--- src/rtl/fpu_pkg.sv ---
// Shared FPU definitions used by the divider arbiter and its sub-blocks.
//  - rounding-mode encodings driven onto the divider round-mode input
//  - canonical IEEE-754 single constants (quiet NaN, +inf, +zero)
//  - bit positions inside the 5-bit exception flag vector {ov,un,inv,div_zero,inexact}
//  - arbiter FSM state encoding
package fpu_pkg;

  // Rounding modes
  localparam logic [2:0] RM_RNE = 3'b000;  // nearest, ties to even
  localparam logic [2:0] RM_RZ  = 3'b001;  // toward zero
  localparam logic [2:0] RM_RD  = 3'b010;  // toward -inf
  localparam logic [2:0] RM_RU  = 3'b011;  // toward +inf
  localparam logic [2:0] RM_RNA = 3'b100;  // nearest, ties away

  // Single-precision constants
  localparam logic [31:0] FP_NANQ = 32'h7FC0_0000;
  localparam logic [31:0] FP_INF  = 32'h7F80_0000;
  localparam logic [31:0] FP_ZERO = 32'h0000_0000;

  // Flag vector bit indices
  localparam int FLG_NX = 0;  // inexact
  localparam int FLG_DZ = 1;  // divide by zero
  localparam int FLG_NV = 2;  // invalid
  localparam int FLG_UF = 3;  // underflow
  localparam int FLG_OF = 4;  // overflow

  // Arbiter FSM state encoding
  typedef logic [1:0] state_t;
  localparam state_t ST_IDLE = 2'd0;
  localparam state_t ST_CLR  = 2'd1;
  localparam state_t ST_RUN  = 2'd2;
  localparam state_t ST_RESP = 2'd3;

  // Flag vector with only the invalid bit set
  function automatic logic [4:0] flags_invalid();
    logic [4:0] f;
    f = '0;
    f[FLG_NV] = 1'b1;
    return f;
  endfunction

endpackage

--- src/rtl/rr_arbiter.sv ---
// Rotating-priority grant logic (purely combinational).
// The priority pointer lives in the parent so it only moves on an accepted handshake.
// Ports:
//  req        in   NREQ  request bits
//  ptr        in   IDW   index with highest priority this cycle
//  grant      out  NREQ  one-hot grant (zero when no request)
//  grant_idx  out  IDW   index of granted requester (0 when none)
//  any        out  1     at least one request present
module rr_arbiter #(
  parameter int NREQ = 4,
  parameter int IDW  = 2
) (
  input  logic [NREQ-1:0] req,
  input  logic [IDW-1:0]  ptr,
  output logic [NREQ-1:0] grant,
  output logic [IDW-1:0]  grant_idx,
  output logic            any
);

  // cand[k] is the requester index sitting k places after the pointer (wrapping)
  logic [IDW-1:0]  cand [NREQ];
  logic [NREQ-1:0] cand_vld;

  genvar gi;
  generate
    for (gi = 0; gi < NREQ; gi++) begin : g_cand
      logic [IDW:0] sum;
      assign sum          = {1'b0, ptr} + (IDW+1)'(gi);
      assign cand[gi]     = (sum >= (IDW+1)'(NREQ)) ? IDW'(sum - (IDW+1)'(NREQ)) : sum[IDW-1:0];
      assign cand_vld[gi] = req[cand[gi]];
    end
  endgenerate

  // Scan from the far end so the candidate closest to the pointer wins
  always_comb begin
    grant_idx = '0;
    any       = 1'b0;
    for (int k = NREQ - 1; k >= 0; k--) begin
      if (cand_vld[k]) begin
        grant_idx = cand[k];
        any       = 1'b1;
      end
    end
  end

  generate
    for (gi = 0; gi < NREQ; gi++) begin : g_oh
      assign grant[gi] = any && (grant_idx == IDW'(gi));
    end
  endgenerate

endmodule

--- src/rtl/fp_div_arbiter.sv ---
// Shares one multi-cycle fp_div unit among NREQ requesters.
// Round-robin grant over valid/ready request channels, operand latch, divider
// restart/sequencing, and a single tagged response channel.
// Optional feature macro: DIV_TIMEOUT_EN (RUN timeout after TMO cycles, sticky tmo_err).
// Ports:
//  clk, rst                      clock, asynchronous active-high reset
//  req_valid/req_ready           per-requester request handshake
//  req_a/req_b/req_rm            packed operands and rounding modes, requester i at [i*W +: W]
//  rsp_valid/rsp_ready           response handshake
//  rsp_id/rsp_data/rsp_flags     owner index, quotient, {ov,un,inv,div_zero,inexact}
//  div_in1/div_in2/div_round_m   registered divider operands
//  div_act/div_rst_n             divider active / active-low divider reset
//  div_out/div_done/div_flags    divider result interface
//  busy                          FSM not idle
//  tmo_err                       sticky timeout indicator (0 without DIV_TIMEOUT_EN)
module fp_div_arbiter
  import fpu_pkg::*;
#(
  parameter int W        = 32,
  parameter int NREQ     = 4,
  parameter int IDW      = 2,
  parameter int MIN_WAIT = 2,
  parameter int TMO      = 64
) (
  input  logic              clk,
  input  logic              rst,
  input  logic [NREQ-1:0]   req_valid,
  output logic [NREQ-1:0]   req_ready,
  input  logic [NREQ*W-1:0] req_a,
  input  logic [NREQ*W-1:0] req_b,
  input  logic [NREQ*3-1:0] req_rm,
  output logic              rsp_valid,
  input  logic              rsp_ready,
  output logic [IDW-1:0]    rsp_id,
  output logic [W-1:0]      rsp_data,
  output logic [4:0]        rsp_flags,
  output logic [W-1:0]      div_in1,
  output logic [W-1:0]      div_in2,
  output logic [2:0]        div_round_m,
  output logic              div_act,
  output logic              div_rst_n,
  input  logic [W-1:0]      div_out,
  input  logic              div_done,
  input  logic [4:0]        div_flags,
  output logic              busy,
  output logic              tmo_err
);

  localparam int CNT_MAX = (TMO > MIN_WAIT) ? TMO : MIN_WAIT;
  localparam int CW      = $clog2(CNT_MAX + 1);

  state_t          state_reg, state_next;
  logic [IDW-1:0]  ptr_reg;
  logic [CW-1:0]   cnt_reg, cnt_next;
  logic [W-1:0]    a_reg, b_reg, res_data_reg;
  logic [2:0]      rm_reg;
  logic [IDW-1:0]  id_reg;
  logic [4:0]      res_flags_reg;

  logic [NREQ-1:0] grant_oh;
  logic [IDW-1:0]  grant_idx;
  logic            grant_any;
  logic            done_ok;
  logic            tmo_hit;

  // Unpack the per-requester buses so the grant index can select directly
  logic [W-1:0] req_a_arr  [NREQ];
  logic [W-1:0] req_b_arr  [NREQ];
  logic [2:0]   req_rm_arr [NREQ];

  genvar gi;
  generate
    for (gi = 0; gi < NREQ; gi++) begin : g_unpack
      assign req_a_arr[gi]  = req_a[gi*W +: W];
      assign req_b_arr[gi]  = req_b[gi*W +: W];
      assign req_rm_arr[gi] = req_rm[gi*3 +: 3];
    end
  endgenerate

  rr_arbiter #(
    .NREQ (NREQ),
    .IDW  (IDW)
  ) u_arb (
    .req       (req_valid),
    .ptr       (ptr_reg),
    .grant     (grant_oh),
    .grant_idx (grant_idx),
    .any       (grant_any)
  );

  always_comb begin
    state_next = state_reg;
    cnt_next   = cnt_reg;
    done_ok    = 1'b0;
    tmo_hit    = 1'b0;
    case (state_reg)
      ST_IDLE: if (grant_any) state_next = ST_CLR;
      ST_CLR: begin
        cnt_next   = '0;
        state_next = ST_RUN;
      end
      ST_RUN: begin
        // done during the first MIN_WAIT cycles may still be the divider's
        // registered output from before the restart, so it is not trusted
        done_ok = div_done && (cnt_reg >= CW'(MIN_WAIT));
`ifdef DIV_TIMEOUT_EN
        tmo_hit  = !done_ok && (cnt_reg == CW'(TMO - 1));
        cnt_next = cnt_reg + CW'(1);
`else
        if (cnt_reg < CW'(MIN_WAIT)) cnt_next = cnt_reg + CW'(1);
`endif
        if (done_ok || tmo_hit) state_next = ST_RESP;
      end
      ST_RESP: if (rsp_ready) state_next = ST_IDLE;
      default: state_next = ST_IDLE;
    endcase
  end

  always_ff @(posedge clk or posedge rst) begin
    if (rst) begin
      state_reg     <= ST_IDLE;
      ptr_reg       <= '0;
      cnt_reg       <= '0;
      a_reg         <= '0;
      b_reg         <= '0;
      rm_reg        <= '0;
      id_reg        <= '0;
      res_data_reg  <= '0;
      res_flags_reg <= '0;
    end else begin
      state_reg <= state_next;
      cnt_reg   <= cnt_next;
      if (state_reg == ST_IDLE && grant_any) begin
        a_reg   <= req_a_arr[grant_idx];
        b_reg   <= req_b_arr[grant_idx];
        rm_reg  <= req_rm_arr[grant_idx];
        id_reg  <= grant_idx;
        ptr_reg <= (grant_idx == IDW'(NREQ - 1)) ? '0 : grant_idx + IDW'(1);
      end
      if (done_ok) begin
        res_data_reg  <= div_out;
        res_flags_reg <= div_flags;
      end else if (tmo_hit) begin
        res_data_reg  <= FP_NANQ;
        res_flags_reg <= flags_invalid();
      end
    end
  end

`ifdef DIV_TIMEOUT_EN
  logic tmo_err_reg;
  always_ff @(posedge clk or posedge rst) begin
    if (rst)          tmo_err_reg <= 1'b0;
    else if (tmo_hit) tmo_err_reg <= 1'b1;
  end
  assign tmo_err = tmo_err_reg;
`else
  assign tmo_err = 1'b0;
`endif

  assign req_ready   = (state_reg == ST_IDLE) ? grant_oh : '0;
  assign rsp_valid   = (state_reg == ST_RESP);
  assign rsp_id      = id_reg;
  assign rsp_data    = res_data_reg;
  assign rsp_flags   = res_flags_reg;
  assign div_in1     = a_reg;
  assign div_in2     = b_reg;
  assign div_round_m = rm_reg;
  assign div_act     = (state_reg == ST_RUN);
  // Held low through reset and for the single CLR cycle
  assign div_rst_n   = ~rst & (state_reg != ST_CLR);
  assign busy        = (state_reg != ST_IDLE);

endmodule

--- config.mk ---
export PLATFORM = sky130hd
export DESIGN_NAME = fp_div_arbiter
export DESIGN_NICKNAME = d
export VERILOG_FILES = /design/src/rtl/fpu_pkg.sv /design/src/rtl/rr_arbiter.sv /design/src/rtl/fp_div_arbiter.sv
export SDC_FILE = /design/constraint.sdc
export NUM_CORES = 1
export LEC_CHECK = 0
export CAP_MARGIN = 10
export CORE_AREA = 4 4 165 167
export CTS_BUF_LIST = sky130_fd_sc_hd__clkbuf_8 sky130_fd_sc_hd__clkbuf_16
export DETAILED_ROUTE_END_ITERATION = 6
export DIE_AREA = 0 0 169 171
export PLACE_DENSITY = 0.69
export SYNTH_ARGS = -nofsm -noshare
export SYNTH_HDL_FRONTEND = slang
export SYNTH_SLANG_ARGS = --single-unit
--- constraint.sdc ---
create_clock -name clk -period 3.55 [get_ports clk]
set_input_delay 0.5325 -clock clk [delete_from_list [all_inputs] [get_ports clk]]
set_output_delay 0.5325 -clock clk [all_outputs]
set_load 0.005 [all_outputs]
# Word level (Yosys, flattened, before mapping)
# Index checks and enable logic that the tools add are counted.
# classes
addsub	9
magnitude_cmp	11
n_eq_ne	11
n_mux	38
bitwise	3
reduce_logical	12
# ops
op	n
$bmux W32 S2	2
$mux W32	4
$mux W2	12
$pmux W7 S2	1
$ge A3 B3 Y1 const B	4
$lt A2 B3 Y1 const B	4
$mux W1	9
$bmux W1 S2	4
$eq A2 B2 Y1 const B	4
$ne A2 B1 Y1 const B	4
$pmux W2 S4	1
$sub A2 B1 Y2 const B	4
$add A7 B1 Y7 const B	1
$ge A7 B2 Y1 const B	1
$lt A7 B2 Y1 const B	1
$mux W7	1
$add A2 B2 Y3 const B	2
$bmux W3 S2	1
$logic_and A1 B1 Y1	6
$mux W3	2
$eq A2 B1 Y1 const B	2
$logic_not A2 Y1	2
$mux W4	1
$reduce_bool A2 Y1	2
other kinds (9)	9
# totals
regBits	117
inputBits	313
out_inout_bits	115
word_cells	93

# Longest topological paths before layout
# logic_depth
depth_word	13
depth_mapped	9
ltp_nobuf	7

# Cells and area by module
# Synthesis repeated with hierarchy kept, for this count alone.
# hier_totals
cells_unflattened	398
hier_area_um2	6332.3
# by_module_without_submodules
mod	n_inst	cells_per_inst	area_per_inst_um2	seq_area_each_um2
fp_div_arbiter	1	365	6120.9	2927.8
rr_arbiter	1	33	211.5	0.0

# Worst setup path after synthesis
# No wires, ideal clock.
# synth_timing
path_type	input to output
start	input req_valid[0]
end	output req_ready[3]
arrival_time_ns	1.620
required_time_ns	3.017
setup_slack_ns	1.398
path_stages	8
cell_sequence	nand2_1 -> or2_1 -> nand3_2 -> buf_4 -> buf_4 -> inv_2 -> ha_1 -> and2_1
# synth_via
elab_chain_cells	9
elab_cells_between_ends	19
cone_classes	1 x eq/ne; 17 x mux; 1 x reduce/logical
# synth_rtl
item	line_no	source
from (decl)	fp_div_arbiter.sv:27	input logic [NREQ-1:0] req_valid,
$bmux W1 S2	rr_arbiter.sv:30	assign cand_vld[gi] = req[cand[gi]];
$mux W1 (implied by the code)	rr_arbiter.sv:30	
$mux W2 (4 in series)	rr_arbiter.sv:39	if (cand_vld[k]) begin
$eq A2 B2 Y1	rr_arbiter.sv:48	assign grant[gi] = any && (grant_idx == IDW'(gi));
$logic_and A1 B1 Y1 *	rr_arbiter.sv:48	
$mux W4 *	fp_div_arbiter.sv:161	assign req_ready = (state_reg == ST_IDLE) ? grant_oh : '0;
to (decl)	fp_div_arbiter.sv:28	output logic [NREQ-1:0] req_ready,
# Mark *: on every way between the ends. The rest lies on a longest branch, timed or not. The select of a mux whose other input is x is not followed.

# Final worst setup path
# Ends and elaborated chain as after synthesis.

==> results.toml <==
[logic_synthesis]
postSynthRegisterBits = 117
synth.lib_cells_used.distinct = 36
syn-cell-area_um2 = 6750
synth_ff_type = "dfrtp_1"
yosysWarnings = 0
postSynthAreaPerCell_um2 = 11.0
syn-num-nets = 933
synthCells = 613
synth_enable_flop_cells = 0
asyncSetResetFlopFracSynth_pct = 100
ys_seq_area_share_pct = 43.4

[power]
pwr_density_cell_nw_per_um2 = 706
vdd.ir_drop.worst_mv = 0.372
comb_power_share_pct = 51.5
power.share.clock_pct = 20.2
reg_power_share_pct = 28.2
total_leakage_power_nw = 4.75
switching_share_pct = 37.0
total_power_mw = 8.38
p_int_mw = 5.28
p_switching_mw = 3.10

[drt]
detailroute.via_count = 6613
drt_pass_1_iters = 5
route.antenna.remaining_nets = 0
drt_first_iter_violations = 349
avgRoutedWirePerCell_um = 19.9
wirelength_um = 27100
routed_via_density = 4.84
drc = 0

[sta]
max_freq_ghz = 0.323
timing_max_transition_violations_final = 0
timing.clock.skew_ns = 0.0163
worst_pin_slew_ns = 0.911
hold-worst-slack_ns = 0.481
unrepaired_setup_endpoints_after_global_routing = "no"
final_hold_viol_count = 0
setup-tns-final_ns = 0
slew_headroom_pct = 39.3
period_minus_slack_ns = 3.10
min_period_over_period_pct = 87.3
setup_viol = 0

[clock_network]
cts_repair_resize_count = 0
ctsLongestPathBuffers = 2
clk_latency_ns = 0.41
clk_transition_reported_paths_ns = 0.05
post_cts_setup_buffer_count = 0
clock-sinks = 117
cts_root_buf = "clkbuf_16"
hold_bufs_inserted_after_cts = 0
cts_max_level = 4
clock_tree_from_tritoncts = "yes"
cts-buffers-inserted = 17

[die]
floorplan.initialDensity_pct = 26.2
die-height_um = 171
top_level_ports = 428
floorplan.die_area_um2 = 28900
floorplan.rows = 59
fp.coreArea_um2 = 25800
die_width_um = 169

[place]
io_buffers = 426
place.detailed.hpwl_um = 20100
globalplace.congestion = 0.810
dpl_cell_area_um2 = 11300

[setup_path]
setup.worst_path.start_class = "primary input"
critical_path.slowest_cell = "clkdlybuf4s50_1"
cp_max_fo = 4
end_kind = "output port"
reg2reg_from = "state_reg[0]"
timing.critical_path.mode_cell = "clkdlybuf4s50_1"
cp_cell_sequence = "clkdlybuf4s50_1, nand2b_1, a21oi_1, nor2_1, ha_1, and2_1, clkdlybuf4s50_1"
timing.critical_path.required_ns = 3.02
r2r_cells = 6
path_class = "in -> out"
setup.reg_to_reg.worst_slack_ns = 1.21
timing.critical_path.slowest_cell_delay_ns = 0.56
worst-path-buf-inv = 2
regToRegEndpoint = "div_round_m[2]"
cell_family_with_the_largest_share_of_critical_path_delay = "buffers and inverters"
worstSetupPathDepth = 7
worst-endpoint-arrival_ns = 2.57

[min_path]
holdPathStages = 1
worst_hold_startpoint = "cnt_reg[4]"
min_path_type = "reg -> reg"
hold_path_end = "cnt_reg[4]"

[grt]
maximum_number_of_pins_on_one_net_before_global_route_repair = 81
number_of_antenna_violations_at_the_first_check_in_global_routing = 0
grt-ovfl-total = 0
global_route.usage.total_pct = 17.8
first_pass_grt_wire_length_um = 40300
vias_in_the_first_global_route = 6768

[job]
drv.max_cap_violation_count = 0

[cells_and_area]
final_layout_size_suffix_gt1_share_pct = 9.32
num-nets-final = 1337
mostFrequentLayoutCell = "clkdlybuf4s50_1"
synthToLayoutAreaGrowth_pct = 76.0
n_antenna_cell = 0
layout_common_cells = "426 x clkdlybuf4s50_1, 117 x dfrtp_1, 76 x nor2_1, 73 x and2_1, 68 x mux2i_1"
postLayoutCellArea_um2 = 11900

[outcome]
result_of_the_run = "finished clean"
[synthesized netlist by cell type (2+ instances only)]
cell type | n | area (µm²)
a211oi_1 | 67 | 503
a21o_1 | 2 | 15.0
a21oi_1 | 2 | 10.0
a221oi_1 | 38 | 333
a221oi_2 | 30 | 450
and2_1 | 74 | 463
buf_2 | 9 | 45.0
buf_4 | 10 | 75.1
buf_6 | 10 | 113
clkbuf_1 | 26 | 97.6
dfrtp_1 | 117 | 2930
ha_1 | 7 | 87.6
inv_1 | 6 | 22.5
inv_2 | 2 | 7.51
mux2_1 | 30 | 338
mux2_2 | 8 | 90.1
mux2i_1 | 68 | 681
nand2_1 | 5 | 18.8
nand2b_1 | 4 | 25.0
nand3_1 | 2 | 10.0
nor2_1 | 77 | 289
nor2b_1 | 2 | 12.5
o21a_1 | 2 | 15.0
o21ai_0 | 2 | 10.0
or2_1 | 2 | 12.5
[metrics by stage]
step	util, %	setup slack, ns	instances
after floorplan	-	1.40	613
after global placement	43.9	0.503	1333
after detailed placement	43.9	0.456	1333
after CTS	46.1	0.445	1365
after global routing	46.1	0.363	1365
final	46.1	0.452	1365
[area by class of cell]
type                    instances  area [µm²]
clock buffers                  17         425
multi-input cells             433        3500
flip-flops and latches        117        2930
repair buffers                440        4420
inverters                       8        33.8
well taps                     335         419
clock inverters                15         153
fillers                      2490       13900
[per-layer routing]
layer	part of all wire, %	GRT usage [%]	vias to the layer above
li1	-	-	3106
met1	40	22.0	3166
met2	50	30.5	311
met3	8.6	5.57	30
met4	1.6	4.41	0
met5	0	0	-
[cells by family (layout without fill, tap and decap cells)]
group,Yosys count,after routing,synth area share [%]
simple gates,171,171,13.0
other cells,1,1,0.0556
compound gates,148,148,20.6
flops,117,117,43.4
buf+inv,63,480,5.34
mux,106,106,16.4
fa+ha+maj,7,7,1.30
[worst max-delay path by stage]
| stage | end | from | slack (ns) |
|---|---|---|---|
| finish | req_ready[3] | req_valid[0] | 0.45 |
| global placement | req_ready[3] | req_valid[0] | 0.50 |
| detailed placement | req_ready[3] | req_valid[0] | 0.46 |
| global route | req_ready[3] | req_valid[0] | 0.36 |
| CTS | req_ready[3] | req_valid[0] | 0.45 |
| floorplan | req_ready[3] | req_valid[0] | 1.40 |
[power by group through the flow]
stage                     logic [mW]  clock network [mW]  registers (mW)
after floorplan                 2.10                   0            2.39
after global placement          4.33                   0            2.36
after detailed placement        4.39                   0            2.39
after CTS                       4.40                1.76            2.37
after global routing            4.70                1.81            2.46
final                           4.32                1.69            2.37
(Power assumes the default switching activity.)
